<file path="src/rtl/ysyx_24080006_hzu.sv">
// rtl/ysyx_24080006_hzu.sv - issue hazard unit: per-register pending scoreboard, inflight limit, redirect/flush FSM (optional bypass: YSYX_24080006_FWD_EN)
module ysyx_24080006_hzu #(
    parameter int MAX_INFLIGHT = 4
) (
    input  logic        clock,
    input  logic        reset,
    input  logic        id_valid,
    output logic        id_ready,
    input  logic [4:0]  id_rs1,
    input  logic [4:0]  id_rs2,
    input  logic [4:0]  id_rd,
    input  logic        id_rs1_en,
    input  logic        id_rs2_en,
    input  logic        id_rd_en,
    input  logic        wb_valid,
    input  logic [4:0]  wb_rd,
    input  logic        wb_rd_en,
    input  logic        redirect_req,
    input  logic [31:0] redirect_pc,
    output logic        flush,
    output logic        ifu_redirect,
    output logic [31:0] ifu_pc,
    input  logic        ifu_ready,
    output logic [2:0]  inflight
);

    typedef enum logic [1:0] {
        ST_RUN   = 2'd0,
        ST_FLUSH = 2'd1,
        ST_REDIR = 2'd2
    } state_t;

    localparam logic [2:0] MAX_Q = 3'(MAX_INFLIGHT);

    state_t      state_q, state_d;
    logic [2:0]  pend_q [32];
    logic [2:0]  pend_d [32];
    logic [2:0]  inflight_q, inflight_d;
    logic [31:0] ifu_pc_q, ifu_pc_d;

    logic run;
    logic retire;
    logic issue;
    logic pend_inc;
    logic pend_dec;
    logic haz_rs1;
    logic haz_rs2;
    logic hazard;

    assign run = (state_q == ST_RUN);

    // A retirement only counts in RUN and when something is actually in flight.
    assign retire   = run & wb_valid & (inflight_q != 3'd0);
    assign pend_dec = retire & wb_rd_en & (wb_rd != 5'd0) & (pend_q[wb_rd] != 3'd0);

    // Source hazard check; with the bypass, a last pending write retiring this cycle is not a hazard.
    always_comb begin
        haz_rs1 = id_rs1_en & (id_rs1 != 5'd0) & (pend_q[id_rs1] != 3'd0);
        haz_rs2 = id_rs2_en & (id_rs2 != 5'd0) & (pend_q[id_rs2] != 3'd0);
`ifdef YSYX_24080006_FWD_EN
        if (pend_dec && (wb_rd == id_rs1) && (pend_q[id_rs1] == 3'd1)) begin
            haz_rs1 = 1'b0;
        end
        if (pend_dec && (wb_rd == id_rs2) && (pend_q[id_rs2] == 3'd1)) begin
            haz_rs2 = 1'b0;
        end
`endif
    end

    assign hazard   = haz_rs1 | haz_rs2;
    assign id_ready = run & ~hazard & (inflight_q < MAX_Q);
    assign issue    = id_valid & id_ready;
    assign pend_inc = issue & id_rd_en & (id_rd != 5'd0);

    // Next-state for the pending scoreboard: +1 on issue, -1 on retire, cleared by FLUSH.
    always_comb begin
        for (int i = 0; i < 32; i++) begin
            pend_d[i] = pend_q[i];
        end
        if (state_q == ST_FLUSH) begin
            for (int i = 0; i < 32; i++) begin
                pend_d[i] = 3'd0;
            end
        end else if (run) begin
            for (int i = 1; i < 32; i++) begin
                if (pend_inc && (id_rd == 5'(i)) && !(pend_dec && (wb_rd == 5'(i)))) begin
                    pend_d[i] = pend_q[i] + 3'd1;
                end else if (pend_dec && (wb_rd == 5'(i)) && !(pend_inc && (id_rd == 5'(i)))) begin
                    pend_d[i] = pend_q[i] - 3'd1;
                end
            end
        end
    end

    // Redirect FSM next-state, inflight count, latched redirect PC and FSM outputs.
    always_comb begin
        state_d      = state_q;
        inflight_d   = inflight_q;
        ifu_pc_d     = ifu_pc_q;
        flush        = 1'b0;
        ifu_redirect = 1'b0;
        case (state_q)
            ST_RUN: begin
                if (issue && !retire) begin
                    inflight_d = inflight_q + 3'd1;
                end else if (retire && !issue) begin
                    inflight_d = inflight_q - 3'd1;
                end
                if (redirect_req) begin
                    ifu_pc_d = redirect_pc;
                    state_d  = ST_FLUSH;
                end
            end
            ST_FLUSH: begin
                flush      = 1'b1;
                inflight_d = 3'd0;
                state_d    = ST_REDIR;
            end
            ST_REDIR: begin
                ifu_redirect = 1'b1;
                if (ifu_ready) begin
                    state_d = ST_RUN;
                end
            end
            default: begin
                state_d = ST_RUN;
            end
        endcase
    end

    // State registers; reset overrides everything, including an in-progress redirect.
    always_ff @(posedge clock) begin
        if (reset) begin
            state_q    <= ST_RUN;
            inflight_q <= 3'd0;
            ifu_pc_q   <= 32'd0;
            for (int i = 0; i < 32; i++) begin
                pend_q[i] <= 3'd0;
            end
        end else begin
            state_q    <= state_d;
            inflight_q <= inflight_d;
            ifu_pc_q   <= ifu_pc_d;
            for (int i = 0; i < 32; i++) begin
                pend_q[i] <= pend_d[i];
            end
        end
    end

    assign inflight = inflight_q;
    assign ifu_pc   = ifu_pc_q;

endmodule
</file>
<file path="config.mk">
export PLATFORM = sky130hd
export DESIGN_NAME = ysyx_24080006_hzu
export DESIGN_NICKNAME = d
export VERILOG_FILES = /design/src/rtl/ysyx_24080006_hzu.sv
export SDC_FILE = /design/constraint.sdc
export NUM_CORES = 1
export LEC_CHECK = 0
export CORE_UTILIZATION = 29
export DETAILED_ROUTE_END_ITERATION = 16
export GPL_TIMING_DRIVEN = 0
export SYNTH_ARGS = -nofsm -noshare
export SYNTH_HDL_FRONTEND = slang
export SYNTH_SLANG_ARGS = --single-unit
</file>
<file path="constraint.sdc">
create_clock -name clock -period 5.21 [get_ports clock]
set_input_delay 1.042 -clock clock [delete_from_list [all_inputs] [get_ports clock]]
set_output_delay 1.042 -clock clock [all_outputs]
set_load 0.05 [all_outputs]
</file>
==> results.json <==
{
  "status": "complete, no violations",
  "postSynthCellCount": 958,
  "fin_crit_ns": 4.929,
  "r2r_cells": 16,
  "drive_gt1_frac": 0.04793,
  "fin_total_pwr_mw": 2.694,
  "cts_setup_buffers": 0,
  "final_common_cell": "nand2_1",
  "met3_length_um": 1373,
  "intPower_mw": 1.953,
  "fp.dieH_um": 166.1,
  "synthToLayoutAreaGrowth_pct": 25.51,
  "fin_crit_sh": 0.9460,
  "place.gp.congestion": 0.8699,
  "clk_path_buf_depth": 2,
  "synth_simple_gate_area_frac": 0.2295,
  "layout_common_cells": "174 x nand2_1, 140 x nor2_1, 130 x dfxtp_1",
  "muxShareOfSynthArea": 0.04198,
  "dr_wl_met2_um": 10710,
  "start_util": 0.2980,
  "skew_ns": 0.01093,
  "viasPerCell": 4.963,
  "power_switching_mw": 0.7412,
  "hold_viol": 0,
  "synth_top_area_frac": 0.3333,
  "synthDistinctLibCells": 58,
  "post-synth-top-area-cell": "dfxtp_1",
  "vias": 7048,
  "crit_chain": "clkdlybuf4s50_1, mux4_2, a2111oi_2, a22oi_1, a21oi_2, nand4_1, or3_1, buf_2, nor2_1, ha_1, inv_1, fa_1, xnor2_1, nand2_1, xor2_1, nor2_1",
  "clock-sinks": 130,
  "dr.pass1.iters": 5,
  "synth_ff_type": "dfxtp_1",
  "dp_hpwl_um": 17240,
  "cts_tree": "yes",
  "first_iter_violations": 498,
  "p_per_area_nw_per_um2": 274.9,
  "drc": 0,
  "worstPathMaxFanout": 7,
  "overflow": 0,
  "maxSlewViolCount": 0,
  "synth_edf_count": 0,
  "grt_pass1_vias": 6894,
  "synth_top_family_by_area": "simple AND/OR/NAND/NOR gates",
  "synth_fp_nets": 1083,
  "antenna_found_initial": 0,
  "worst_path_dominant_cell_family": "buffers and inverters",
  "core-area_um2": 26210,
  "grt_start_max_net_pins": 17,
  "p_leak_nw": 3.284,
  "met1_length_um": 9831,
  "synth_compound_area_frac": 0.1139,
  "ys_ff_latch": 130,
  "crit_top_cell": "nor2_1",
  "combPwrFrac": 0.156,
  "slowest_delay_ns": 0.67,
  "highest_layer": "met4",
  "switching_share": 0.2751,
  "finalSetupViolations": 0,
  "wire_per_inst_um": 16.05,
  "min_path_cells": 2,
  "startpoint_type": "primary input",
  "worst_pin_slew_ns": 1.153,
  "setup.worst_path.class": "in -> reg",
  "cts_made_buffers": 17,
  "grt.total_usage": 0.1708,
  "die_area_um2": 27590,
  "synthTopCellsByArea": "dfxtp_1 33%, nand2_1 8.4%, fa_1 8.2%",
  "hp-class": "reg -> reg",
  "power.share.clock": 0.459,
  "synth_xor_xnor_area_share": 0.1043,
  "ant_nets": 0,
  "end_kind": "flip-flop",
  "clk_latency_ns": 0.43,
  "rsz0062_at_grt": "false",
  "ys_warn_count": 0,
  "fin_tns_setup_ns": 0,
  "finalNetCount": 1198,
  "htreeDepth": 4,
  "slew_headroom": 0.2205,
  "synth_fa_ha_area_frac": 0.1317,
  "grt_pass1_wl_um": 36800,
  "wirelength_um": 22790,
  "io_pins": 100,
  "yosysSeqAreaShare": 0.3333,
  "syn_area_per_cell_um2": 8.151,
  "rows": 59,
  "n_antenna_cell": 0,
  "cts.reportedPaths.clkPinSlew_ns": 0.05,
  "cts_root_buf": "clkbuf_16",
  "path_depth": 16,
  "fmaxAchievable_mhz": 202.9,
  "critPathSlowestCell": "clkdlybuf4s50_1",
  "critPathBufInv": 3,
  "peakVddDrop_uv": 156.2,
  "seq_power_share": 0.385,
  "syn_area_um2": 7809,
  "async_flop_share": 0,
  "crit_arrival_ns": 5.22,
  "die_w_um": 166.1,
  "io_buffers": 96,
  "postCtsHoldBufs": 0,
  "cap_violations": 0,
  "worstPathRequired_ns": 5.50
}
[area by class of cell]
type                            instances  area [um2]
Timing Repair Buffer                   96       959.7
Tap cell                              335       419.2
Buffer                                 48       207.7
Clock inverter                          9       130.1
Inverter                               40       150.1
Sequential cell                       130        2603
Clock buffer                           22       474.2
Multi-Input combinational cell        740        4857
Fill cell                            2641       16410
[registers in the layout, indices dropped and copies added (netlist names)]
register	flops
ifu_pc	32
inflight	3
state_q	2
pend_q	93
[worst min-delay path, cell delays in order (launching register included)]
cell     delay, ns
dfxtp_1       0.30
nand2_1       0.05
a21oi_1       0.05
[power groups by stage]
| stage | combinational [mW] | clock [mW] | sequential (mW) |
|---|---|---|---|
| finish | 0.419 | 1.24 | 1.04 |
| global route | 0.450 | 1.31 | 1.04 |
| CTS | 0.420 | 1.26 | 1.04 |
| detailed placement | 0.419 | 0 | 1.06 |
| global placement | 0.418 | 0 | 1.06 |
| floorplan | 0.174 | 0 | 1.13 |
[timing repair]
action	in CTS	in global routing
endpoints found under the setup margin	1	29
pin swaps	0	0
resized for setup	2	4
[cells by family after synthesis]
kind of cell    count (synthesis)
xor+xnor                       93
buf+inv                        88
fa+ha+maj                      63
compound gates                150
simple gates                  413
mux                            21
flops                         130
[worst paths after layout]
kind | from | to | slack [ns]
worst max register to register | pend_q[16][2] | pend_q[20][2] | 0.90
worst min-delay path | ifu_pc[31] | ifu_pc[31] | 0.45
worst max-delay path | id_rs1[1] | pend_q[20][2] | 0.28
worst min register to register | ifu_pc[31] | ifu_pc[31] | 0.45
[Yosys cell counts (4+ instances only)]
cell       number
nand2b_1        8
mux4_2          8
and2_1          4
fa_1           32
mux2i_1        11
nand2_1       174
inv_1          40
o21ai_0        39
nor4_1         15
o221ai_1        4
nor2_1        140
buf_1           8
a211oi_1        8
xnor2_1        62
nor3_1         33
nor2b_1         5
dfxtp_1       130
clkbuf_1       36
a2111oi_0       4
a21oi_1        70
xor2_1         31
ha_1           31
nor4b_1         6
or3_1          10
[per-stage QoR]
| stage | worst slack [ns] | instance area (um2) | instances | util | hold WS [ns] |
|---|---|---|---|---|---|
| finish | 0.2815 | 9801 | 1420 | 0.3740 | 0.4505 |
| floorplan | 1.070 | 7809 | 958 | - | 0.4726 |
| global route | 0.06572 | 9801 | 1420 | 0.3740 | 0.4626 |
| CTS | 0.02321 | 9793 | 1420 | 0.3737 | 0.4536 |
| global placement | -0.4002 | 9189 | 1389 | 0.3506 | 0.4417 |
| detailed placement | -0.3969 | 9189 | 1389 | 0.3506 | 0.4457 |
[layer usage]
metal	vias up	global-route usage
met3	57	0.03313
met1	3339	0.2151
met2	211	0.2809
li1	3441	-
met5	-	0
met4	0	0.08086
Note: power is estimated with default switching activity, not from simulation.
